**config.mk**
```make
export PLATFORM = sky130hd
export DESIGN_NAME = tour_cmd_seq
export DESIGN_NICKNAME = d
export VERILOG_FILES = /design/src/rtl/tour_pkg.sv /design/src/rtl/tour_move_decode.sv /design/src/rtl/tour_cmd_seq.sv
export SDC_FILE = /design/constraint.sdc
export NUM_CORES = 1
export LEC_CHECK = 0
export CAP_MARGIN = 15
export CORE_UTILIZATION = 44
export DETAILED_ROUTE_END_ITERATION = 8
export GPL_ROUTABILITY_DRIVEN = 0
export PLACE_DENSITY = 0.84
export RECOVER_POWER = 50
export SLEW_MARGIN = 15
export SYNTH_ARGS = -nofsm -noshare
export SYNTH_HDL_FRONTEND = slang
export SYNTH_SLANG_ARGS = --single-unit
```
**constraint.sdc**
```tcl
create_clock -name clk -period 5.5 [get_ports clk]
set_input_delay 0.55 -clock clk [delete_from_list [all_inputs] [get_ports clk]]
set_output_delay 0.55 -clock clk [all_outputs]
set_load 0.1 [all_outputs]
```
**src/rtl/tour_pkg.sv**
```systemverilog
// rtl/tour_pkg.sv - shared types, opcodes, headings, responses and knight move table for the tour sequencer
package tour_pkg;

   typedef enum logic [2:0] {
      IDLE   = 3'd0,
      ISSUE1 = 3'd1,
      WAIT1  = 3'd2,
      ISSUE2 = 3'd3,
      WAIT2  = 3'd4
   } state_t;

   localparam logic [7:0] HDG_N = 8'h00;
   localparam logic [7:0] HDG_S = 8'h7F;
   localparam logic [7:0] HDG_E = 8'hBF;
   localparam logic [7:0] HDG_W = 8'h3F;

   localparam logic [3:0] OP_MOVE    = 4'b0010;
   localparam logic [3:0] OP_FANFARE = 4'b0011;

   localparam logic [7:0] RESP_ACK   = 8'h5A;
   localparam logic [7:0] RESP_DONE  = 8'hA5;
   localparam logic [7:0] RESP_ABORT = 8'hEE;
   localparam logic [7:0] RESP_ERR   = 8'hEF;

   // Sign/magnitude form of a knight move; east and north are positive.
   typedef struct packed {
      logic       dx_neg;
      logic [1:0] dx_mag;
      logic       dy_neg;
      logic [1:0] dy_mag;
   } delta_t;

   function automatic delta_t move_delta(input logic [2:0] idx);
      delta_t d;
      case (idx)
         3'd0:    d = {1'b1, 2'd1, 1'b0, 2'd2};
         3'd1:    d = {1'b0, 2'd1, 1'b0, 2'd2};
         3'd2:    d = {1'b1, 2'd2, 1'b0, 2'd1};
         3'd3:    d = {1'b1, 2'd2, 1'b1, 2'd1};
         3'd4:    d = {1'b1, 2'd1, 1'b1, 2'd2};
         3'd5:    d = {1'b0, 2'd1, 1'b1, 2'd2};
         3'd6:    d = {1'b0, 2'd2, 1'b1, 2'd1};
         default: d = {1'b0, 2'd2, 1'b0, 2'd1};
      endcase
      return d;
   endfunction

endpackage

```
**src/rtl/tour_move_decode.sv**
```systemverilog
// rtl/tour_move_decode.sv - splits a one-hot knight move into two ordered cmd_proc segments
module tour_move_decode
   import tour_pkg::*;
#(
   parameter int SEG_ORDER   = 0,
   parameter int FANFARE_SEG = 2
) (
   input  logic [7:0]  move,
   output logic [15:0] seg1_cmd,
   output logic [15:0] seg2_cmd,
   output logic        illegal
);

   logic [2:0]  idx;
   logic [3:0]  ones;
   delta_t      d;
   logic [11:0] vert_body;
   logic [11:0] horz_body;
   logic [11:0] first_body;
   logic [11:0] second_body;

   always_comb begin
      idx  = 3'd0;
      ones = 4'd0;
      for (int i = 0; i < 8; i++) begin
         if (move[i]) begin
            idx  = 3'(i);
            ones = ones + 4'd1;
         end
      end
      illegal = (ones != 4'd1);

      d         = move_delta(idx);
      vert_body = {(d.dy_neg ? HDG_S : HDG_N), 2'b00, d.dy_mag};
      horz_body = {(d.dx_neg ? HDG_W : HDG_E), 2'b00, d.dx_mag};

      first_body  = (SEG_ORDER == 1) ? horz_body : vert_body;
      second_body = (SEG_ORDER == 1) ? vert_body : horz_body;

      seg1_cmd = {((FANFARE_SEG == 1) ? OP_FANFARE : OP_MOVE), first_body};
      seg2_cmd = {((FANFARE_SEG == 2) ? OP_FANFARE : OP_MOVE), second_body};
   end

endmodule

```
**src/rtl/tour_cmd_seq.sv**
```systemverilog
// rtl/tour_cmd_seq.sv - knight's-tour replay sequencer muxing tour segments and UART cmds into cmd_proc
module tour_cmd_seq
   import tour_pkg::*;
#(
   parameter int NUM_MOVES   = 24,
   parameter int SEG_ORDER   = 0,
   parameter int FANFARE_SEG = 2,
   parameter int ABORT_EN    = 1,
   localparam int IDX_W      = (NUM_MOVES > 1) ? $clog2(NUM_MOVES) : 1
) (
   input  logic             clk,
   input  logic             rst_n,
   input  logic             start_tour,
   input  logic [7:0]       move,
   input  logic [15:0]      cmd_UART,
   input  logic             cmd_rdy_UART,
   input  logic             clr_cmd_rdy,
   input  logic             send_resp,
   output logic [IDX_W-1:0] mv_indx,
   output logic [15:0]      cmd,
   output logic             cmd_rdy,
   output logic [7:0]       resp,
   output logic             tour_busy
);

   state_t             state_q, state_d;
   logic [IDX_W-1:0]   mv_indx_q, mv_indx_d;
   logic               cmd_rdy_tc_q, cmd_rdy_tc_d;
   logic               abort_pend_q, abort_pend_d;

   logic [15:0] seg1_cmd;
   logic [15:0] seg2_cmd;
   logic        illegal;
   logic        abort_req;
   logic        last_move;

   tour_move_decode #(
      .SEG_ORDER   (SEG_ORDER),
      .FANFARE_SEG (FANFARE_SEG)
   ) u_decode (
      .move     (move),
      .seg1_cmd (seg1_cmd),
      .seg2_cmd (seg2_cmd),
      .illegal  (illegal)
   );

   assign abort_req = (ABORT_EN != 0) && cmd_rdy_UART;
   assign last_move = (mv_indx_q == IDX_W'(NUM_MOVES - 1));

   always_ff @(posedge clk or negedge rst_n) begin
      if (!rst_n) begin
         state_q      <= IDLE;
         mv_indx_q    <= '0;
         cmd_rdy_tc_q <= 1'b0;
         abort_pend_q <= 1'b0;
      end else begin
         state_q      <= state_d;
         mv_indx_q    <= mv_indx_d;
         cmd_rdy_tc_q <= cmd_rdy_tc_d;
         abort_pend_q <= abort_pend_d;
      end
   end

   // cmd_rdy_tc is raised on the transition into an ISSUE state so the request
   // is visible in the first ISSUE cycle; clr_cmd_rdy always overrides the set.
   always_comb begin
      state_d      = state_q;
      mv_indx_d    = mv_indx_q;
      cmd_rdy_tc_d = cmd_rdy_tc_q;
      abort_pend_d = abort_pend_q;
      resp         = RESP_ACK;

      if (state_q != IDLE && abort_req) begin
         abort_pend_d = 1'b1;
      end

      case (state_q)
         IDLE: begin
            cmd_rdy_tc_d = 1'b0;
            if (start_tour) begin
               mv_indx_d    = '0;
               abort_pend_d = 1'b0;
               cmd_rdy_tc_d = 1'b1;
               state_d      = ISSUE1;
            end
         end
         ISSUE1: begin
            if (illegal) begin
               cmd_rdy_tc_d = 1'b0;
               resp         = RESP_ERR;
               state_d      = IDLE;
            end else if (clr_cmd_rdy) begin
               cmd_rdy_tc_d = 1'b0;
               state_d      = WAIT1;
            end else begin
               cmd_rdy_tc_d = 1'b1;
            end
         end
         WAIT1: begin
            cmd_rdy_tc_d = 1'b0;
            if (send_resp) begin
               cmd_rdy_tc_d = 1'b1;
               state_d      = ISSUE2;
            end
         end
         ISSUE2: begin
            cmd_rdy_tc_d = !clr_cmd_rdy;
            if (clr_cmd_rdy) begin
               state_d = WAIT2;
            end
         end
         WAIT2: begin
            cmd_rdy_tc_d = 1'b0;
            if (send_resp) begin
               if (abort_pend_q || abort_req) begin
                  resp    = RESP_ABORT;
                  state_d = IDLE;
               end else if (last_move) begin
                  resp    = RESP_DONE;
                  state_d = IDLE;
               end else begin
                  mv_indx_d    = mv_indx_q + IDX_W'(1);
                  cmd_rdy_tc_d = 1'b1;
                  state_d      = ISSUE1;
               end
            end
         end
         default: begin
            cmd_rdy_tc_d = 1'b0;
            state_d      = IDLE;
         end
      endcase
   end

   // An illegal move must never raise cmd_rdy, even in the ISSUE1 cycle that detects it.
   always_comb begin
      cmd     = cmd_UART;
      cmd_rdy = cmd_rdy_UART;
      case (state_q)
         IDLE: begin
            cmd     = cmd_UART;
            cmd_rdy = cmd_rdy_UART;
         end
         ISSUE1, WAIT1: begin
            cmd     = seg1_cmd;
            cmd_rdy = cmd_rdy_tc_q && !(state_q == ISSUE1 && illegal);
         end
         default: begin
            cmd     = seg2_cmd;
            cmd_rdy = cmd_rdy_tc_q;
         end
      endcase
   end

   assign mv_indx   = mv_indx_q;
   assign tour_busy = (state_q != IDLE);

endmodule

```
* After elaboration in Yosys (flattened, before gate mapping)
Index checks and enable logic that the tools add are counted.
W data, S select, Z words.
** Word-level totals
- Flip-flop bits (word level) :: 10
- Input bits :: 30
- Output and inout bits :: 31
- Word-level logic and storage cells :: 94
** Operators by class
- Add/sub/neg operators :: 8
- Equal/unequal tests :: 19
- Muxes and demuxes :: 50
- Reductions and logical operators :: 13
** Operators with widths (count)
- $pmux W6 S7 :: 1
- $mux W8 :: 5
- $pmux W16 S2 :: 1
- $mux W3 :: 10
- $mux W4 :: 7
- $add A4 B1 Y4 const B :: 6
- $mux W5 :: 4
- $pmux W8 S2 :: 1
- $pmux W3 S5 :: 1
- $mux W1 :: 14
- $eq A3 B2 Y1 const B :: 4
- $eq A3 B3 Y1 const B :: 4
- $ne A2 B2 Y1 const B :: 6
- $pmux W5 S2 :: 1
- $reduce_and A5 Y1 :: 2
- $mux W7 :: 1
- $eq A3 B1 Y1 const B :: 2
- $logic_not A3 Y1 :: 2
- $add A5 B1 Y5 const B :: 1
- $eq A5 B5 Y1 const B :: 1
- $pmux W1 S5 :: 1
- $mux W2 :: 2
- $ne A4 B1 Y1 const B :: 1
- $logic_and A1 B1 Y1 :: 3
- 8 further kinds :: 9

* Longest topological paths before layout
Gate-level depths: netlist of the first run.
- Word-level depth :: 20
- Gate-level depth with buffers :: 24
- Mapped depth without buffers :: 23

* Modules after synthesis
A second synthesis of the first run with hierarchy kept.
** Second synthesis, totals
- Cells, all modules :: 244
- Area total of the unflattened synthesis :: 1824.2 um^2
** By module, submodules not included
- tour_cmd_seq :: instances 1, cells an instance 137, area each 988.4 um^2
- tour_move_decode :: instances 1, cells an instance 107, area each 835.8 um^2

* Worst setup path after synthesis of the first run
OpenSTA, ideal clock, no wires.
- Path kind :: input -> output
- Start :: input port move[0]
- End :: output port resp[4]
- Arrival :: 5411 ps
- Data required time :: 4950 ps
- Setup slack :: -461 ps
- Stages :: 21
- Cell sequence :: inv_1 ha_1 xor2_1 ha_1 nand2_1 o31ai_1 ha_1 nand2b_1 nand2_1 inv_1 ha_1 nand2_1 o21ai_0 ha_1 a21oi_1 nor2_1 ha_1 a211o_1 a22o_1 o21bai_4 a32oi_1
** On the way
- Longest elaborated chain between the ends :: 18
** Ends and longest elaborated chain
- start, declared :: RTL line tour_cmd_seq.sv:14 : input logic [7:0] move,
- $mux W1 (*) :: RTL line tour_move_decode.sv:26 : if (move[i]) begin
- $add A1 B1 Y2 :: RTL line tour_move_decode.sv:28 : ones = ones + 4'd1;
- $mux W4 (*) :: RTL line tour_move_decode.sv:26
- $add A4 B1 Y4 :: RTL line tour_move_decode.sv:28
- $mux W4 (*) :: RTL line tour_move_decode.sv:26
- $add A4 B1 Y4 :: RTL line tour_move_decode.sv:28
- $mux W4 (*) :: RTL line tour_move_decode.sv:26
- $add A4 B1 Y4 :: RTL line tour_move_decode.sv:28
- (+2 left out)
- $mux W4 (*) :: RTL line tour_move_decode.sv:26
- $add A4 B1 Y4 :: RTL line tour_move_decode.sv:28
- $mux W4 (*) :: RTL line tour_move_decode.sv:26
- $add A4 B1 Y4 :: RTL line tour_move_decode.sv:28
- $mux W4 (*) :: RTL line tour_move_decode.sv:26
- $ne A4 B1 Y1 (*) :: RTL line tour_move_decode.sv:31 : illegal = (ones != 4'd1);
- $mux W8 (*) :: RTL line tour_cmd_seq.sv:88 : if (illegal) begin
- $pmux W8 S2 (*) :: RTL line tour_cmd_seq.sv:77 : case (state_q)
- end, declared :: RTL line tour_cmd_seq.sv:22 : output logic [7:0] resp,
Every way passes the cells marked *; elsewhere a longest branch is shown, timed or not.

* Worst setup path after layout of the first run
- Start :: input port move[1]
- End :: output port resp[2]
** On the way
- Longest elaborated chain between the ends :: 16
** Ends and longest elaborated chain (RTL line)
- $mux W4 (*) :: tour_move_decode.sv:26
- $add A4 B1 Y4 :: tour_move_decode.sv:28
- $mux W4 (*) :: tour_move_decode.sv:26
- $add A4 B1 Y4 :: tour_move_decode.sv:28
- $mux W4 (*) :: tour_move_decode.sv:26
- $add A4 B1 Y4 :: tour_move_decode.sv:28
- $mux W4 (*) :: tour_move_decode.sv:26
- $add A4 B1 Y4 :: tour_move_decode.sv:28
- $mux W4 (*) :: tour_move_decode.sv:26
- $add A4 B1 Y4 :: tour_move_decode.sv:28
- $mux W4 (*) :: tour_move_decode.sv:26
- $add A4 B1 Y4 :: tour_move_decode.sv:28
- $mux W4 (*) :: tour_move_decode.sv:26
- $ne A4 B1 Y1 (*) :: tour_move_decode.sv:31
- $mux W8 (*) :: tour_cmd_seq.sv:88
- $pmux W8 S2 (*) :: tour_cmd_seq.sv:77
Marked as above.

==> results of run 1 <==
-- Yosys cell counts (2+ instances only) --
cell type / instances
a211oi_1: 2
a21oi_1: 6
a22oi_1: 2
a31oi_1: 3
a32o_1: 2
and2_1: 6
and3_1: 4
buf_2: 3
buf_4: 4
clkbuf_1: 7
dfrtp_1: 10
ha_1: 8
inv_1: 15
mux2i_1: 2
nand2_1: 34
nand2b_1: 7
nand3_1: 4
nand4_1: 4
nor2_1: 18
nor3_1: 2
o21ai_0: 9
o22ai_1: 2
o31ai_1: 4
or3_1: 2
xnor2_1: 5
xnor3_1: 2
xor2_1: 5
-- worst register-to-register path, stage by stage, from the launching register on --
cell     delay, ns
dfrtp_1       0.57
nor2_1        0.74
and3_1        0.34
nor2_1        0.08
a31oi_1       0.35
nand4_1       0.18
xor2_1        0.15
nor2_1        0.05
-- final cells by class --
class	instances	area (um^2)
multi-input combinational	160	1160
sequential	10	250
clock buffer	3	22.5
timing repair buffer	72	754
tap	44	55.1
fill	253	833
inverter	15	56.3
-- layer usage --
metal / wire [um] / vias to the layer above
li1: - / 824
met1: 1810 / 775
met2: 2110 / 73
met3: 223 / 6
met4: 48 / 0
met5: 0 / -
-- kinds of logic after synthesis --
family          count (synthesis)  synth area share
simple gates                   90             0.294
fa+ha+maj                       8            0.0673
compound gates                 45             0.236
buf+inv                        29            0.0858
xor+xnor                       15             0.135
mux                             2            0.0135
flops                          10             0.168
-- sequential cells by signal, summed over array words and instances (netlist names) --
name,count
state_q,3
abort_pend_q,1
mv_indx,5
cmd_rdy_tc_q,1
-- final timing paths --
path	end	slack, ns	cells after the start
setup reg to reg	mv_indx[3]	2.91	7
min in group asynchronous	state_q[1]	0.67	1
setup / recovery	resp[2]	0.18	23
max in group asynchronous	mv_indx[4]	4.51	1
hold reg to reg	abort_pend_q	0.51	2
hold / removal	abort_pend_q	0.51	2
-- per-stage QoR --
stage                util  cell area (um^2)  setup TNS [ns]
floorplan               -              1500               0
global placement    0.712              2230               0
finish              0.734              2290               0
detailed placement  0.712              2230          -0.348
CTS                 0.724              2260               0
global route        0.734              2290          -0.195
-- timing repair --
| action | in CTS | in global routing |
|---|---|---|
| endpoints found under the setup margin | 5 | 6 |
| hold endpoints to repair | 0 | 0 |
| pin swaps | 2 | 4 |
| resized for setup | 3 | 7 |
| buffers inserted | 0 | 1 |
==> results.md, run 1 <==
- Status: completed
- Syn_area_per_cell: 7.48 um^2
- Top Usage Layer GRT: met2
- Post-synthesis register bit count: 10
- Top post-synthesis cells by area: dfrtp_1 (17%), nand2_1 (8.6%), ha_1 (6.7%)
- Critical Path Slowest Stage Cell: a32o_2
- Routed WL: 4190 um
- Top cell type's share of synthesized area: 0.168
- Crit Path Class: input port to output pin
- # diodes: 0
- Post-synth EDFFs: 0
- WL/cell: approximately 14 um
- Drt pass-1 iters: 5
- Area leader, netlist: dfrtp_1
- Final worst path period share: 0.967
- Grt met3 use: 0.0476
- Ys flop type: dfrtp_1
- # setup viols final: 0
- Period minus WS final: 5.32 ns
- Cells along the critical path: dlygate4sd2_1, ha_1, nor2_2, nor2_1, ha_1, nand2_1, o31ai_1, ha_1, nand2b_4, nand2_1, inv_1, ha_1, nand2_1, o21ai_0, ha_1, a21oi_2, nor2_1, ha_1, a211o_1, a22o_1, o21bai_4, a32o_2, buf_12
- Clk buf depth: 2
- Area of the die: 0.00362 mm^2
- Post-route setup slack: around 0.18 ns
- Worst Setup SP: move[1]
- DP HPWL: around 3300 um
- Required @ worst endpoint: 4.95 ns
- Skew-Pair Late Insertion Delay: 0.27 ns
- Skew final: 0.00448 ns
- Mapped Area: 0.00149 mm^2
- Async S/R FF share, synth: 1.00
- Final hold vios: 0
- DRT iter0 DRCs: 89
- Met2 usage: 0.385
- Total GRT Usage: 0.230
- CTS H-tree lvls: 1
- Crit-path max cell delay: between 0.3 and 0.4 ns
- Worst Setup Start Kind: input port
- Most used cell, CP: ha_1
- Cell Count, Final, Fillers Out: 304
- TritonCTS clock tree: built
- Pre-CTS setup slack: -0.0788 ns
- Met1 usage: 0.302
- Reg2reg start: state_q[0]
- First-pass GRT wire length: 6310 um
- Final hold slack: approximately 0.5 ns
- Netlist cell types: 54
- Clock root buffer: clkbuf_4
- Post-synthesis sequential area ratio: 0.168
- Clock Pin Slew Worst Setup and Hold Paths: 0.06 ns
- Hold buffers post-CTS: 0
- Max_cap viols: 0
- Gate count of the mapped netlist: 199
- # IOs: 61
- Clock sinks: 10
- Post-Syn Nets: 237
- Final net count: 300
- Most frequent cells in the layout: clkdlybuf4s50_1 (42), nand2_1 (34), nor2_1 (17)
- Post-route ant nets: 0
- IO Port Bufs: 60
- Commonest non-fill, non-tap cell in the layout: clkdlybuf4s50_1
- Routed via count: 1678
- DRC viols: 0
- Critical Path End Type: output pin
- Cell family with most CP delay: adder cells
- Largest net degree at the start of global routing: 18
- Initial antenna violation count: 0
- Hold crit path type: register to register
- Crit path buffers/inverters: 3
- Vias in the first global route: 1479
- Crit path DAT: ~4.8 ns
- CP max FO: 4
- Die W: 60.1 um
- FP Rows: 20
- HP Start: abort_pend_q
- Max Clk Rate: 188 MHz
- Vias per cell: 5.52
- Area Overhead vs Synth: 54.2%
- Worst Max-Slew Pin Slew: 0.994 ns
- Placed cells: 300
- Slew headroom: 0.335
- Core box area: 0.00313 mm^2
- Cts bufs inserted: 3
- Final-report max-slew violation count: 0
- Die height: 60.1 um
- Layout cells sized above 1: 0.165
- Grt ovf: 0
- Initial Utilization: 0.476
- Synth warnings: 0
Power of run 1 is left out: the tool's default activity adds up to more than one toggle a clock period on the data nets, which glitch-free logic cannot reach.
==> run 2: changes to the inputs <==
--- a/config.mk
+++ b/config.mk
@@ -11,6 +11,7 @@
 export GPL_ROUTABILITY_DRIVEN = 0
 export PLACE_DENSITY = 0.84
 export RECOVER_POWER = 50
+export SKIP_CTS_REPAIR_TIMING = 1
 export SLEW_MARGIN = 15
 export SYNTH_ARGS = -nofsm -noshare
 export SYNTH_HDL_FRONTEND = slang
==> run 2 against run 1 <==
Effect of this change:
- cell count up 0.33%
- hold slack worse by 0.00084 ns
- register-to-register slack about the same
- wire length down 1.7%
- sequential cell count unchanged
- non-clock buffer count up 1
- maximum frequency up 1.2%
- via count down 1.3%
==> results.md, run 2 (same netlist as run 1, synthesis figures left out) <==
- Clk buf depth: 2
- Cts bufs inserted: 3
- Skew final: 0.00508 ns
- Skew-Pair Late Insertion Delay: between 0.2 and 0.3 ns
- # diodes: 0
- Post-Route Setup TNS: 0 ns
- Grt ovf: 0
- Critical Path Slowest Stage Cell: a32o_2
- Vias in the first global route: 1475
- IO Port Bufs: 60
- FP Rows: 20
- Required @ worst endpoint: 4.95 ns
- Final-report max-slew violation count: 0
- Post-route setup slack: 0.247 ns
- Hold crit path type: register to register
- Post-route ant nets: 0
- Critical Path End Type: output pin
- # setup viols final: 0
- Final net count: 301
- DRC viols: 0
- Status: completed
- Final worst path period share: 0.955
- Worst Max-Slew Pin Slew: 0.994 ns
- Initial antenna violation count: 0
- Final hold vios: 0
- # IOs: 61
- Cell family with most CP delay: adder cells
- RSZ-0062 raised after global routing: false
- Multi-input gate area in the final layout: 0.00116 mm^2
- Routed via count: 1656
- Die W: 60.1 um
- DRT iter0 DRCs: 63
- Max reg flops: 5
- Die height: 60.1 um
- Commonest non-fill, non-tap cell in the layout: clkdlybuf4s50_1
- Clock Pin Slew Worst Setup and Hold Paths: 0.06 ns
- FF+latch area: 250 um^2
- Max Clk Rate: 190 MHz
- Area of the die: about 0.0036 mm^2
- Period minus WS final: 5.25 ns
- TritonCTS clock tree: built
- Clock sinks: 10
- Worst Setup Start Kind: input port
- Filler Cell Count: about 250
- Crit path DAT: 4.70 ns
- Drt pass-1 iters: 4
- Clock root buffer: clkbuf_4
- Area Overhead vs Synth: 55.0%
- Pre-CTS setup slack: -0.0788 ns
- Total GRT Usage: 0.226
- Most frequent cells in the layout: clkdlybuf4s50_1 (42), nand2_1 (33), nor2_1 (18)
- First-pass GRT wire length: 6200 um
- Crit path buffers/inverters: 3
- Slew headroom: 0.335
- CP max FO: 4
- Core box area: 0.00313 mm^2
- CTS H-tree lvls: 1
- Cells along the critical path: dlymetal6s2s_1, ha_1, nor2_1, nor2_1, ha_1, nand2_1, o31ai_1, ha_1, nand2b_4, nand2_2, inv_1, ha_1, nand2_1, o21ai_1, ha_1, a21oi_2, nor2_1, ha_1, a211o_1, a22o_1, o21bai_4, a32o_2, buf_12
- DP HPWL: around 3300 um
- Crit Path Class: input port to output pin
- Max_cap viols: 0
- Most used cell, CP: ha_1
- Share of the core filled with cells: 0.737
- Initial Utilization: 0.476
- WL/cell: ~13 um
- Layout cells sized above 1: 0.165
- Vias per cell: 5.43
- Largest net degree at the start of global routing: 18
- Crit-path max cell delay: 0.34 ns
- Routed WL: 4110 um
-- run 2: cell types whose count changed in the layout (fill, tap and decap cells not counted) --
| cell | delta |
|---|---|
| inv_2 | -1 |
| dlymetal6s2s_1 | +1 |
| nor2_1 | +1 |
| nand2_2 | +1 |
| inv_1 | +1 |
| buf_4 | +1 |
| o21ai_0 | -1 |
| nor2_2 | -1 |
| nand2_1 | -1 |
| o21ai_1 | +1 |
| dlygate4sd2_1 | -1 |
-- run 2: worst min-delay path: stages, from the launching register on --
cell	delay (ns)
dfrtp_1	0.34
a21oi_1	0.05
nor2_1	0.08
-- run 2: cell type report --
type	count	share of cell area
Multi-Input combinational cell	160	0.501
Timing Repair Buffer	73	0.332
Sequential cell	10	0.109
Inverter	15	0.0244
Tap cell	44	0.0239
Clock buffer	3	0.00977
-- run 2: layer usage --
layer,GRT usage,part of all wire,vias to the layer above
met5,0,0,-
met4,0.0498,0.0083,0
met3,0.0476,0.045,4
met2,0.377,0.50,53
met1,0.296,0.45,782
li1,-,-,817
-- run 2: through the flow --
| step | hold slack (ns) | cells | cell area [um^2] |
|---|---|---|---|
| 6_report | 0.507 | 305 | 2310 |
| 5_1_grt | 0.534 | 305 | 2310 |
| 4_1_cts | 0.512 | 303 | 2250 |
| 3_5_place_dp | 0.498 | 300 | 2230 |
| 3_3_place_gp | 0.475 | 300 | 2230 |
| 2_1_floorplan | 0.254 | 199 | 1500 |
-- run 2: worst paths after layout --
| path | start | end | slack, ns | cells after the start |
|---|---|---|---|---|
| worst max-delay path | move[0] | resp[2] | 0.25 | 23 |
| worst min-delay path | abort_pend_q | abort_pend_q | 0.51 | 2 |
| worst max register to register | state_q[0] | mv_indx[3] | 2.92 | 7 |
| worst min register to register | abort_pend_q | abort_pend_q | 0.51 | 2 |
| max in group asynchronous | rst_n | mv_indx[4] | 4.50 | 1 |
| min in group asynchronous | rst_n | cmd_rdy_tc_q | 0.67 | 1 |
Power of run 2 is left out for the same reason.
==> run 3: changes to the inputs <==
--- a/config.mk
+++ b/config.mk
@@ -6,6 +6,7 @@
 export NUM_CORES = 1
 export LEC_CHECK = 0
 export CAP_MARGIN = 15
+export CORE_MARGIN = 5
 export CORE_UTILIZATION = 44
 export DETAILED_ROUTE_END_ITERATION = 8
 export GPL_ROUTABILITY_DRIVEN = 0
==> run 3 against run 2 <==
Effect of this change:
- first-iteration DRC count is 65% higher
- sequential share of layout area shrank 0.11 points
- register-to-register slack about the same
- clock-buffer cell count up 1
- design area is 1.0% higher
- maximum frequency up 2.2%
- cell count grew 0.98%
- critical path depth did not move
==> results.md, run 3 (same netlist as run 1, synthesis figures left out) <==
- TritonCTS clock tree: built
- Area of the die: 0.00464 mm^2
- Initial Utilization: 0.449
- DP Area: 0.00222 mm^2
- Largest net degree at the start of global routing: 18
- Skew-Pair Late Insertion Delay: 0.27 ns
- Clk buf depth: 2
- WL/cell: ~14 um
- Max_cap viols: 0
- Clock root buffer: clkbuf_4
- DRC viols: 0
- Die W: slightly below 70 um
- CTS H-tree lvls: 1
- Cell Count, Final, Fillers Out: between 300 and 400
- Vias in the first global route: 1600
- Area Overhead vs Synth: 56.6%
- Final worst path period share: 0.935
- Grt ovf: 0
- IO Port Bufs: 60
- Final-report max-slew violation count: 0
- CP max FO: 5
- Worst Max-Slew Pin Slew: 0.983 ns
- Max reg flops: 5
- Skew final: 0.00383 ns
- Final Cell Area: 0.00233 mm^2
- First-pass GRT wire length: a little under 7000 um
- Clock Pin Slew Worst Setup and Hold Paths: 0.06 ns
- Cts bufs inserted: 3
- Layout cells sized above 1: 0.176
- # setup viols final: 0
- Crit path DAT: 4.59 ns
- FP Rows: 21
- Initial antenna violation count: 0
- DRT iter0 DRCs: 104
- Total GRT Usage: 0.191
- Drt pass-1 iters: 4
- Crit Path Class: input port to output pin
- # diodes: 0
- Final net count: 301
- Period minus WS final: 5.14 ns
- Status: completed
- Critical Path End Type: output pin
- Worst Setup Start Kind: input port
- Routed WL: 4320 um
- Post-route ant nets: 0
- Routed via count: approximately 1600
- Most frequent cells in the layout: clkdlybuf4s50_1 (42), nand2_1 (32), nor2_1 (18)
- Final hold vios: 0
- Core box area: approximately 0.0033 mm^2
- Filler Cell Count: 268
- Share of the core filled with cells: 0.704
- RSZ-0062 raised after global routing: false
- Post-Route Setup TNS: 0 ns
- Placed cells: 301
- # IOs: 61
- Commonest non-fill, non-tap cell in the layout: clkdlybuf4s50_1
- Die height: around 70 um
- Max Clk Rate: between 150 and 200 MHz
- DP HPWL: about 3400 um
- Hold crit path type: register to register
- Slew headroom: 0.342
- Required @ worst endpoint: 4.95 ns
- Clock sinks: 10
- Vias per cell: about 5.3
[run 3: through the flow]
step / hold slack, ns / setup slack (ns)
floorplan: 0.254 / 0.0732
global placement: 0.478 / 0.00619
detailed placement: 0.500 / -0.144
CTS: 0.516 / -0.147
global route: 0.593 / 0.144
finish: 0.515 / 0.360
[run 3: final cells by class]
class	instances	area [um^2]	share of cell area
multi-input combinational	160	1160	0.499
timing repair buffer	73	766	0.329
sequential	10	250	0.107
tap	46	57.6	0.0247
inverter	15	56.3	0.0242
clock buffer	4	36.3	0.0156
[run 3: metal layers]
layer  up-vias  part of all wire  track usage
met5         -                 0            0
met4         0            0.0097       0.0248
met3         6             0.076       0.0657
met2        58              0.49        0.330
met1       750              0.42        0.235
li1        819                 -            -
[run 3: worst paths after layout]
check                              from      endpoint  slack (ns)  cells past startpoint
max                             move[1]       resp[2]        0.36                     23
min                        abort_pend_q  abort_pend_q        0.51                      2
max reg2reg                  state_q[0]    mv_indx[3]        2.93                      7
min reg2reg                abort_pend_q  abort_pend_q        0.51                      2
max in group asynchronous         rst_n    state_q[2]        4.51                      1
min in group asynchronous         rst_n    mv_indx[3]        0.67                      1
[run 3: critical path, stage by stage]
cell and delay, ns:
dlymetal6s2s_1 0.16, inv_1 0.10, ha_4 0.20, xor2_1 0.16, ha_1 0.34, nand2_2 0.07, o31ai_1 0.07, ha_1 0.31
nand2b_4 0.15, nand2_2 0.08, inv_1 0.07, ha_4 0.21, nand2_1 0.05, o21ai_1 0.08, ha_1 0.33, a21oi_2 0.15
nor2_1 0.06, ha_1 0.29, a211o_1 0.23, a22o_1 0.19, o21bai_4 0.19, a32o_2 0.35, buf_12 0.19
Power of run 3 is left out for the same reason.
